--- src/rtl/led_seq_pkg.sv ---
// led_seq_pkg: shared encodings for the LED pattern sequencer.
package led_seq_pkg;
    typedef enum logic [1:0] {
        MODE_LOOP     = 2'd0,
        MODE_ONESHOT  = 2'd1,
        MODE_PINGPONG = 2'd2
    } mode_t;
    typedef enum logic {ST_IDLE, ST_RUN} state_t;
endpackage

--- src/rtl/led_step_timer.sv ---
// led_step_timer: counts 0..P-1 (P = max(period,1)) and pulses step on the last count.
module led_step_timer #(
    parameter int DIV_W = 25
) (
    input  logic             clk,
    input  logic             rst_n,
    input  logic             clear,
    input  logic             enable,
    input  logic [DIV_W-1:0] period,
    output logic             step
);
    logic [DIV_W-1:0] cnt;
    logic [DIV_W-1:0] top;
    assign top  = (period == '0) ? '0 : period - 1'b1;
    assign step = enable && (cnt == top);
    always_ff @(posedge clk or negedge rst_n) begin
        if (!rst_n)      cnt <= '0;
        else if (clear)  cnt <= '0;
        else if (enable) cnt <= step ? '0 : cnt + 1'b1;
    end
endmodule

--- src/rtl/led_pattern_sequencer.sv ---
// led_pattern_sequencer: steps the pattern ROM address through a window in loop,
// one-shot or ping-pong order and registers the returned word onto the LEDs.
module led_pattern_sequencer
    import led_seq_pkg::*;
#(
    parameter int DATA_W = 4,
    parameter int ADDR_W = 3,
    parameter int DEPTH  = 5,
    parameter int DIV_W  = 25
) (
    input  logic              clk,
    input  logic              rst_n,
    input  logic              start,
    input  logic              stop,
    input  logic [1:0]        mode,
    input  logic [DIV_W-1:0]  period,
    input  logic [ADDR_W-1:0] first_addr,
    input  logic [ADDR_W-1:0] last_addr,
    output logic [ADDR_W-1:0] rom_addr,
    input  logic [DATA_W-1:0] rom_data,
    output logic [DATA_W-1:0] led,
    output logic              busy,
    output logic              done
);
    localparam logic [ADDR_W:0] DEPTH_V = DEPTH[ADDR_W:0];
    state_t            state, state_nx;
    logic [1:0]        cfg_mode;
    logic [DIV_W-1:0]  cfg_period;
    logic [ADDR_W-1:0] cfg_first, cfg_last, addr_nx;
    logic              up, up_nx, done_nx, accept, step, chg, chg_d;
    assign accept = start && !stop && (first_addr <= last_addr) && ({1'b0, last_addr} < DEPTH_V);
    assign busy   = (state == ST_RUN);
    led_step_timer #(.DIV_W(DIV_W)) u_timer (
        .clk    (clk),
        .rst_n  (rst_n),
        .clear  (accept),
        .enable (busy),
        .period (cfg_period),
        .step   (step)
    );
    always_comb begin
        state_nx = state;
        addr_nx  = rom_addr;
        up_nx    = up;
        done_nx  = 1'b0;
        if (stop) begin
            state_nx = ST_IDLE;
        end else if (accept) begin
            state_nx = ST_RUN;
            addr_nx  = first_addr;
            up_nx    = 1'b1;
        end else if (busy && step) begin
            if (cfg_mode == MODE_ONESHOT) begin
                state_nx = (rom_addr == cfg_last) ? ST_IDLE : ST_RUN;
                done_nx  = (rom_addr == cfg_last);
                addr_nx  = (rom_addr == cfg_last) ? rom_addr : rom_addr + 1'b1;
            end else if (cfg_mode == MODE_PINGPONG) begin
                // direction flips at either end; the new direction picks the neighbour
                if (cfg_first != cfg_last) begin
                    up_nx   = up ? (rom_addr != cfg_last) : (rom_addr == cfg_first);
                    addr_nx = up_nx ? rom_addr + 1'b1 : rom_addr - 1'b1;
                end
            end else begin
                addr_nx = (rom_addr == cfg_last) ? cfg_first : rom_addr + 1'b1;
            end
        end
    end
    always_ff @(posedge clk or negedge rst_n) begin
        if (!rst_n) begin
            state      <= ST_IDLE;
            rom_addr   <= '0;
            up         <= 1'b1;
            done       <= 1'b0;
            chg        <= 1'b0;
            chg_d      <= 1'b0;
            led        <= '0;
            cfg_mode   <= '0;
            cfg_period <= '0;
            cfg_first  <= '0;
            cfg_last   <= '0;
        end else begin
            state    <= state_nx;
            rom_addr <= addr_nx;
            up       <= up_nx;
            done     <= done_nx;
            chg      <= accept || (addr_nx != rom_addr);
            chg_d    <= chg;
            if (chg_d) led <= rom_data;
            if (accept) begin
                cfg_mode   <= mode;
                cfg_period <= period;
                cfg_first  <= first_addr;
                cfg_last   <= last_addr;
            end
        end
    end
endmodule
--- config.mk ---
export PLATFORM = sky130hd
export DESIGN_NAME = led_pattern_sequencer
export DESIGN_NICKNAME = d
export VERILOG_FILES = /design/src/rtl/led_seq_pkg.sv /design/src/rtl/led_step_timer.sv /design/src/rtl/led_pattern_sequencer.sv
export SDC_FILE = /design/constraint.sdc
export NUM_CORES = 1
export LEC_CHECK = 0
export CAP_MARGIN = 20
export CORE_MARGIN = 5
export CORE_UTILIZATION = 30
export DETAILED_ROUTE_END_ITERATION = 12
export PLACE_DENSITY = 0.47
export SYNTH_ARGS = -nofsm -noshare
export SYNTH_HDL_FRONTEND = slang
export SYNTH_SLANG_ARGS = --single-unit
--- constraint.sdc ---
create_clock -name clk -period 10.7 [get_ports clk]
set_clock_uncertainty 0.2 [all_clocks]
set_input_delay 2.14 -clock clk [delete_from_list [all_inputs] [get_ports clk]]
set_output_delay 2.14 -clock clk [all_outputs]
set_load 0.005 [all_outputs]
==> results.cfg, run 1 <==
[timing]
rsz0062_at_grt = false
setup_viol = 0
fmaxAchievable_mhz = 195
tns_ns = 0
fin_hold_ws_ns = 0.152
finalHoldViolations = 0
slew_viol_final = 0
tightest_slew_ns = 0.944
post-route-period-util = 0.479
period_needed_ns = 5.13
relSlewSlack = 0.366

[floorplan]
rows = 48
io_pins = 50
die_h_um = 143
dieArea_sq_mm = 0.0204
floorplan.initialDensity = 0.305
core_area_sq_mm = 0.0173
die_w_um = 143

[setup_path]
end_kind = flip-flop
arrival_ns = 5.13
worstSetupStartpointType = primary input
cp_slowest_cell = nand4_1
reg2reg_depth = 9
crit_type = primary input to flip-flop
cp.required_ns = 10.70
regToRegSetupSlack_ns = 6.02
rr_endpoint = rom_addr[0]
worstPathMaxFanout = 15
critPathMaxStageDelay_ns = 0.59
path_cells = clkdlybuf4s50_1 > inv_1 > ha_1 > nor2b_1 > o21a_1 > o21ai_0 > nand4_1 > a21oi_1 > and4_1 > nand3_1 > xnor2_1 > nor2_1
rr_startpoint = cfg_period[0]

[final_layout]
drive_gt1_frac = 0.0868
utilization = 0.356
area_delta_synth_final_pct = 16.5
fin_nets = 711
antenna_cells = 0

[worst_hold_path]
hold_depth = 0
holdCritStartpoint = chg
min_to = chg_d
hold_path_class = flip-flop to flip-flop

[yosys]
synth-main-ff-cell = dfrtp_1
synth_compound_area_frac = 0.184
syn_area_sq_mm = 0.00528
synth_warnings = 0
yosys.area_share.adder = 0.0185
async_reset_ff_frac = 1.00
synth_area_leaders = dfrtp_1, nand2_1, xnor2_1
synth_commonest_cells = nand2_1, dfrtp_1, nor2_1
synth_edf_count = 0
syn-num-nets = 694
synth_mux_area_frac = 0.0206
synth-simple-area-share = 0.307
seq_area_frac_synth = 0.332
post-synth-top-count-cell = nand2_1
netlist.area_leader.share = 0.327
synthCells = 646
ys_types = 75
synth.avg_cell_area_sq_um = 8.18
synth_top_family_by_area = simple AND/OR/NAND/NOR gates
synth_top_cell_by_area = dfrtp_1
synth_xor_area_frac = 0.0791
yosys_register_bits = 70

[cts]
cts-htree-levels = 3
hold_buffers = 0
cts_root_buffer = clkbuf_16
clock_path_buffers = 2
cts_buffers = 9
ctsResizeCount = 0
clkTransAtPathRegs_ns = 0.06
tritoncts = done
cts_sinks = 70
cts_setup_buffers = 0
clock_latency_ns = 0.35

[grt]
grt.total_usage = 0.158
grt_pass1_wl_um = 25800
gr-total-overflow = 0
antenna_found_initial = 0
grt_start_max_net_pins = 71
grt_pass1_vias = 4783

[drt]
ant_nets = 0
initialDrtViolationCount = 356
dr.pass1.iters = 5
drc = 0
via_count = 4991
post_drt_wl_per_cell_um = 17.8
viasPerCell = 5.59
wirelength_um = 15900

[power]
p_per_area_mw_per_mm2 = 177
power.leakage_nw = 2.45
vdd_drop_max_uv = 75.8

[run]
drv_cap = 0

[placed_design]
gp_congestion = 0.887
place_hpwl_um = 11400
port_buffers = 49

[run_status]
status = finished clean
-- cell usage in the layout (no fill, tap or decap), drive strengths merged, types with 4 or more instances in the layout --
master,count
xor2,20
or3,11
mux2,7
nand3b,7
or4,11
o21ai,31
dfrtp,69
a21oi,25
nor3,12
clkdlybuf4s50,48
nand2,120
ha,7
nand2b,7
nand3,29
nor4,19
xnor2,25
and3,10
inv,24
buf,4
o211ai,4
a31o,13
and2,7
o21a,7
nor2,41
a2111oi,6
nor2b,4
nand4,10
clkbuf,10
a211oi,8
nand4b,5
and4,7
-- report_power, final --
| part | switching (W) | internal [W] | total [W] |
|---|---|---|---|
| Combinational | 0.000195 | 0.000169 | 0.000365 |
| Clock | 0.000128 | 0.000188 | 0.000317 |
| Sequential | 0.0000953 | 0.000310 | 0.000405 |
| Total | 0.000419 | 0.000668 | 0.00109 |
-- critical path, delay by kind of cell --
kind | cells | cell delay (ns)
buffers and inverters | 2 | 0.52
AND/OR/NAND/NOR | 5 | 1.18
XOR/XNOR | 1 | 0.16
AO/OA/AOI/OAI | 3 | 0.84
adder cells (fa/ha/maj) | 1 | 0.28
-- per-stage QoR --
| stage | worst slack (ns) | cell area [sq um] | instances | total power, W |
|---|---|---|---|---|
| after floorplan | 6.41 | 5280 | 646 | 0.000653 |
| after global placement | 5.29 | 5850 | 877 | 0.000765 |
| after detailed placement | 5.16 | 5850 | 877 | 0.000772 |
| after CTS | 5.52 | 6160 | 893 | 0.00110 |
| after global routing | 5.20 | 6160 | 893 | 0.00116 |
| final | 5.57 | 6160 | 893 | 0.00109 |
-- worst max-delay path by stage --
stage / depth (start not counted) / startpoint / endpoint
after floorplan: 12 / last_addr[1] / chg
after global placement: 12 / last_addr[1] / u_timer.cnt[22]
after detailed placement: 12 / last_addr[1] / u_timer.cnt[24]
after CTS: 12 / last_addr[1] / u_timer.cnt[24]
after global routing: 12 / last_addr[1] / u_timer.cnt[24]
final: 12 / last_addr[1] / u_timer.cnt[24]
-- cell families (layout without fill, tap and decap cells) --
logic type      count (synthesis)  in the layout
mux                            10             10
fa+ha+maj                       8              8
simple gates                  308            308
flops                          70             70
xor+xnor                       46             46
compound gates                135            135
buf+inv                        69             91
-- flip-flops by register name, indices dropped and copies added, names as in the netlist --
signal,flops
u_timer.cnt,25
rom_addr,3
chg,1
busy,1
done,1
chg_d,1
up,1
cfg_first,3
cfg_mode,2
cfg_last,3
led,4
cfg_period,25
-- final cells by class --
cell class | instances | area (sq um)
Fill cell | 1815 | 11100
Multi-Input combinational cell | 507 | 3220
Sequential cell | 70 | 1750
Timing Repair Buffer | 52 | 508
Tap cell | 225 | 282
Clock buffer | 10 | 239
Inverter | 23 | 86.3
Clock inverter | 6 | 68.8
-- metal layers --
layer  vias up  share of wire  GRT usage
li1       2375              -          -
met1      2441           0.48      0.226
met2       147           0.46      0.245
met3        28          0.041     0.0244
met4         0          0.020     0.0490
met5         -              0          0
Power figures use the tool's default switching activity.
==> run 2: changes to the inputs <==
==> constraint.sdc (replaced) <==
create_clock -name clk -period 5.2 [get_ports clk]
set_clock_uncertainty 0.2 [all_clocks]
set_input_delay 1.04 -clock clk [delete_from_list [all_inputs] [get_ports clk]]
set_output_delay 1.04 -clock clk [all_outputs]
set_load 0.005 [all_outputs]
==> run 2 against run 1 <==
Die area did not move. Clock power rose by 120%. Cell area rose by 0.61%. Power rose by 110%. Critical path depth did not move. Combinational power rose by 110%. Clock-buffer cell count did not move. Largest cell class unchanged.
==> results.cfg, run 2 (synthesis gave the netlist of run 1 again) <==
[drt]
drc = 0
initialDrtViolationCount = 364
ant_nets = 0
via_count = 4981
dr.pass1.iters = 5
wirelength_um = 15800
viasPerCell = 5.56
post_drt_wl_per_cell_um = 17.6

[timing]
post-route-period-util = 0.755
fmaxAchievable_mhz = 255
relSlewSlack = 0.362
tightest_slew_ns = 0.957
period_needed_ns = 3.93
slew_viol_final = 0
finalHoldViolations = 0
rsz0062_at_grt = false
setup_viol = 0
tns_ns = 0

[final_layout]
fillers = 1795
reg.largest.list = cfg_period: 25 flops, u_timer.cnt: 25 flops, led: 4 flops
design_area_sq_mm = 0.00619
antenna_cells = 0
utilization = 0.358
final_cells = 896
area_delta_synth_final_pct = 17.2
multiInputGateArea_sq_mm = 0.00322
layout_common_cells = nand2_1, dfrtp_1, clkdlybuf4s50_1
regArea_sq_mm = 0.00175
fin_nets = 714
mostFrequentLayoutCell = nand2_1
drive_gt1_frac = 0.0894

[setup_path]
crit_type = flip-flop to flip-flop
crit_top_cell = and4_1
cp_slowest_cell = or3b_2
cp.required_ns = 5.21
critPathMaxStageDelay_ns = 0.51
arrival_ns = 3.94
worstSetupStartpointType = flip-flop
end_kind = flip-flop
path_cells = inv_1 > ha_1 > or3b_2 > nor2_1 > nand3_1 > and4_1 > nor4_1 > a21oi_1 > and4_1 > buf_4 > a222oi_1 > o21ai_0
regToRegSetupSlack_ns = 1.27
worstPathMaxFanout = 23

[placed_design]
place_hpwl_um = 11300
port_buffers = 49
place_inst = 880
gp_congestion = 0.869
placed_cell_area_sq_mm = 0.00587

[cts]
clock_path_buffers = 2
clkTransAtPathRegs_ns = 0.06
tritoncts = done
ctsResizeCount = 0
hold_buffers = 0
cts-htree-levels = 3
cts_buffers = 9
cts_setup_buffers = 0
clock_latency_ns = 0.35
cts_sinks = 70
cts_root_buffer = clkbuf_16

[floorplan]
floorplan.initialDensity = 0.305
core_area_sq_mm = 0.0173
die_h_um = 143
dieArea_sq_mm = 0.0204
io_pins = 50
die_w_um = 143
rows = 48

[power]
p_per_area_mw_per_mm2 = 366
power.leakage_nw = 2.47
vdd_drop_max_uv = 134

[grt]
met1_usage = 0.225
gr-total-overflow = 0
antenna_found_initial = 0
grt-busiest-layer = met2
grt_pass1_vias = 4752
grt.total_usage = 0.158
use_met2 = 0.242
grt_pass1_wl_um = 25700
globalRouteMet3Util = 0.0261
grt_start_max_net_pins = 71

[run]
drv_cap = 0

[worst_hold_path]
hold_path_class = flip-flop to flip-flop

[run_status]
status = finished clean
==> run 2: cell types whose count changed in the layout (fill, tap and decap cells not counted) <==
| cell | previous run | this run |
|---|---|---|
| bufinv_16 | 1 | 2 |
| clkinv_2 | 1 | 0 |
| buf_4 | 3 | 6 |
| clkbuf_8 | 1 | 0 |
| clkbuf_1 | 0 | 1 |
==> run 2: metal layers <==
metal / routed length, um / part of all wire / up-vias
met5: 0 / 0 / -
met4: 300 / 0.019 / 0
li1: - / - / 2374
met1: 7510 / 0.48 / 2446
met2: 7240 / 0.46 / 141
met3: 751 / 0.048 / 20
==> run 2: path summary, 6_finish.rpt <==
check	from	to	cells past startpoint
max	cfg_period[0]	rom_addr[0]	12
min	chg	chg_d	0
max reg2reg	cfg_period[0]	rom_addr[0]	12
min reg2reg	chg	chg_d	0
max in group asynchronous	rst_n	cfg_period[16]	2
min in group asynchronous	rst_n	led[3]	2
==> run 2: where the power goes <==
part | internal, W | total [W] | leakage [nW] | switching, W
logic | 0.000352 | 0.000750 | 1.47 | 0.000398
clock network | 0.000424 | 0.000685 | 0.153 | 0.000262
registers | 0.000638 | 0.000829 | 0.843 | 0.000191
==> run 2: worst max-delay path: cells and delay by family, from the launching register on <==
kind	cells	cell delay (ns)
buffers and inverters	2	0.32
AOI/OAI and AO/OA	3	0.53
adders and majority gates	1	0.20
DFF	1	0.43
and+or+nand+nor	6	2.11
==> run 2: layout make-up <==
class                   count  area share
repair buffers             55      0.0857
well taps                 225      0.0455
clock inverters             6      0.0152
multi-input cells         507       0.520
flip-flops and latches     70       0.283
inverters                  23      0.0139
clock buffers              10      0.0370
==> run 2: metrics by stage <==
step / setup WS [ns] / hold WS (ns) / power (W)
floorplan: 1.78 / 0.131 / 0.00134
global placement: 1.29 / 0.139 / 0.00157
detailed placement: 1.26 / 0.136 / 0.00158
CTS: 1.30 / 0.151 / 0.00228
global route: 0.870 / 0.161 / 0.00241
finish: 1.27 / 0.148 / 0.00226
==> run 3: changes to the inputs <==
--- a/config.mk
+++ b/config.mk
@@ -9,7 +9,7 @@
 export CORE_MARGIN = 5
 export CORE_UTILIZATION = 30
 export DETAILED_ROUTE_END_ITERATION = 12
-export PLACE_DENSITY = 0.47
+export PLACE_DENSITY = 0.49
 export SYNTH_ARGS = -nofsm -noshare
 export SYNTH_HDL_FRONTEND = slang
 export SYNTH_SLANG_ARGS = --single-unit
==> constraint.sdc (replaced) <==
create_clock -name clk -period 3.2 [get_ports clk]
set_clock_uncertainty 0.2 [all_clocks]
set_input_delay 0.64 -clock clk [delete_from_list [all_inputs] [get_ports clk]]
set_output_delay 0.64 -clock clk [all_outputs]
set_load 0.005 [all_outputs]
==> run 3 against run 2 <==
The run now ends with negative setup slack left. Sequential power is 53% higher. Critical path depth grew 2. Flip-flop and latch count unchanged. Die area stayed put. Worst setup slack lost 1.5 ns. First-iteration DRC count fell by 12%. Global-route usage is 2.3 points higher. Maximum frequency grew 14%. Cell area is 22% higher. Non-clock buffer count increased by 124. Clock-buffer cell count is 1 lower. Register-to-register slack worse by 1.5 ns. Critical path type unchanged. Largest cell class unchanged. Highest routed layer unchanged.
==> results.cfg, run 3 (synthesis gave the netlist of run 1 again) <==
[final_layout]
antenna_cells = 0
mostFrequentLayoutCell = nand2_1
reg.largest.list = cfg_period: 25 flops, u_timer.cnt: 25 flops, led: 4 flops
drive_gt1_frac = 0.304
fin_nets = 838
area_delta_synth_final_pct = 43.5
layout_common_cells = nand2_1, buf_4, dfrtp_1

[grt]
gr-total-overflow = 0
grt_start_max_net_pins = 71
grt_pass1_vias = 5537
antenna_found_initial = 0
grt.total_usage = 0.181
grt_pass1_wl_um = 29500

[floorplan]
die_h_um = 143
floorplan.initialDensity = 0.305
die_w_um = 143
io_pins = 50
core_area_sq_mm = 0.0173
rows = 48
dieArea_sq_mm = 0.0204

[timing]
finalHoldViolations = 0
post-route-period-util = 1.08
relSlewSlack = 0.370
worst_slack_ns = -0.260
slew_viol_final = 0
period_needed_ns = 3.46
tightest_slew_ns = 0.945
setup_viol = 32
rsz0062_at_grt = true
fmaxAchievable_mhz = 289
fin_hold_ws_ns = 0.152

[setup_path]
cp.required_ns = 3.24
arrival_ns = 3.50
end_kind = flip-flop
crit_type = flip-flop to flip-flop
worstPathMaxFanout = 6
reg2reg_depth = 14
worstSetupStartpointType = flip-flop

[drt]
dr.pass1.iters = 5
initialDrtViolationCount = 320
met3WireLength_um = 770
via_count = 5445
wl_met2_um = 8670
viasPerCell = 5.34
ant_nets = 0
post_drt_wl_per_cell_um = 17.6
drc = 0
wl_met1_um = 8250
highest_layer = met4
wirelength_um = 18000

[cts]
cts_sinks = 70
hold_buffers = 0
clkTransAtPathRegs_ns = 0.06
cts-htree-levels = 3
cts_buffers = 9
tritoncts = done
clock_path_buffers = 2
clock_latency_ns = 0.36
cts_root_buffer = clkbuf_16

[power]
power.leakage_nw = 3.16
fin_total_pwr_w = 0.00436
p_per_area_mw_per_mm2 = 574
vdd_drop_max_uv = 288

[placed_design]
dp_slack_ns = -0.302
gp_congestion = 0.978
place_hpwl_um = 13300
port_buffers = 49

[run_status]
status = finished with violations
violations = negative setup slack

[worst_hold_path]
hold_path_class = flip-flop to flip-flop
hold_depth = 0

[run]
drv_cap = 0
## run 3: cell types whose count changed in the layout (fill, tap and decap cells not counted), sizes merged
| cell | delta |
|---|---|
| buf | +124 |
| clkbuf | -1 |
| inv | +1 |
| bufinv | -1 |
| clkinv | +1 |
## run 3: cell type report
cell class	count	area (sq um)
tap	225	282
clock buffer	9	225
sequential	70	1750
fill	1729	9710
timing repair buffer	179	1540
inverter	23	86.3
clock inverter	7	81.3
multi-input combinational	507	3610
## run 3: metrics by stage
| stage | cell area [sq um] | setup TNS [ns] | instances | utilization |
|---|---|---|---|---|
| after global routing | 7580 | -9.98 | 1020 | 0.439 |
| after detailed placement | 6760 | -7.03 | 989 | 0.391 |
| after global placement | 6760 | -6.50 | 989 | 0.391 |
| after floorplan | 5330 | -1.38 | 646 | - |
| after CTS | 7470 | -3.80 | 1018 | 0.432 |
| final | 7580 | -4.53 | 1020 | 0.439 |
## run 3: power by group
part / total [W] / internal (W) / switching (W) / leakage [nW]
registers: 0.00127 / 0.00104 / 0.000236 / 0.842
clock network: 0.00105 / 0.000613 / 0.000441 / 0.147
logic: 0.00203 / 0.00106 / 0.000973 / 2.17
total: 0.00436 / 0.00271 / 0.00165 / 3.16
## run 3: path summary, 6_finish.rpt
check,from,to,slack [ns]
max,cfg_period[1],rom_addr[1],-0.26
min,chg,chg_d,0.15
max reg2reg,cfg_period[1],rom_addr[1],-0.26
min reg2reg,chg,chg_d,0.15
max in group asynchronous,rst_n,up,1.89
min in group asynchronous,rst_n,cfg_period[12],0.19
## run 3: metal layers
| layer | vias to the layer above | track usage |
|---|---|---|
| li1 | 2625 | - |
| met1 | 2671 | 0.246 |
| met2 | 128 | 0.294 |
| met3 | 21 | 0.0345 |
| met4 | 0 | 0.0520 |
| met5 | - | 0 |
## run 3: worst max-delay path, stage by stage, from the launching register on
cell and delay, ns:
dfrtp_1 0.40, inv_2 0.09, ha_4 0.14, nor3b_4 0.22
buf_6 0.16, nand4_1 0.10, xor2_1 0.39, buf_4 0.21
o211a_1 0.13, a21oi_1 0.07, nor4_1 0.43, and4_4 0.36
buf_12 0.15, o21ai_2 0.05, a211o_1 0.25
## run 3: what timing repair did
action | CTS | global route
pin swaps | 21 | 15
setup buffers | 11 | 4
resized for setup | 63 | 23
setup endpoints to repair | 32 | 32
gates cloned | 2 | 0
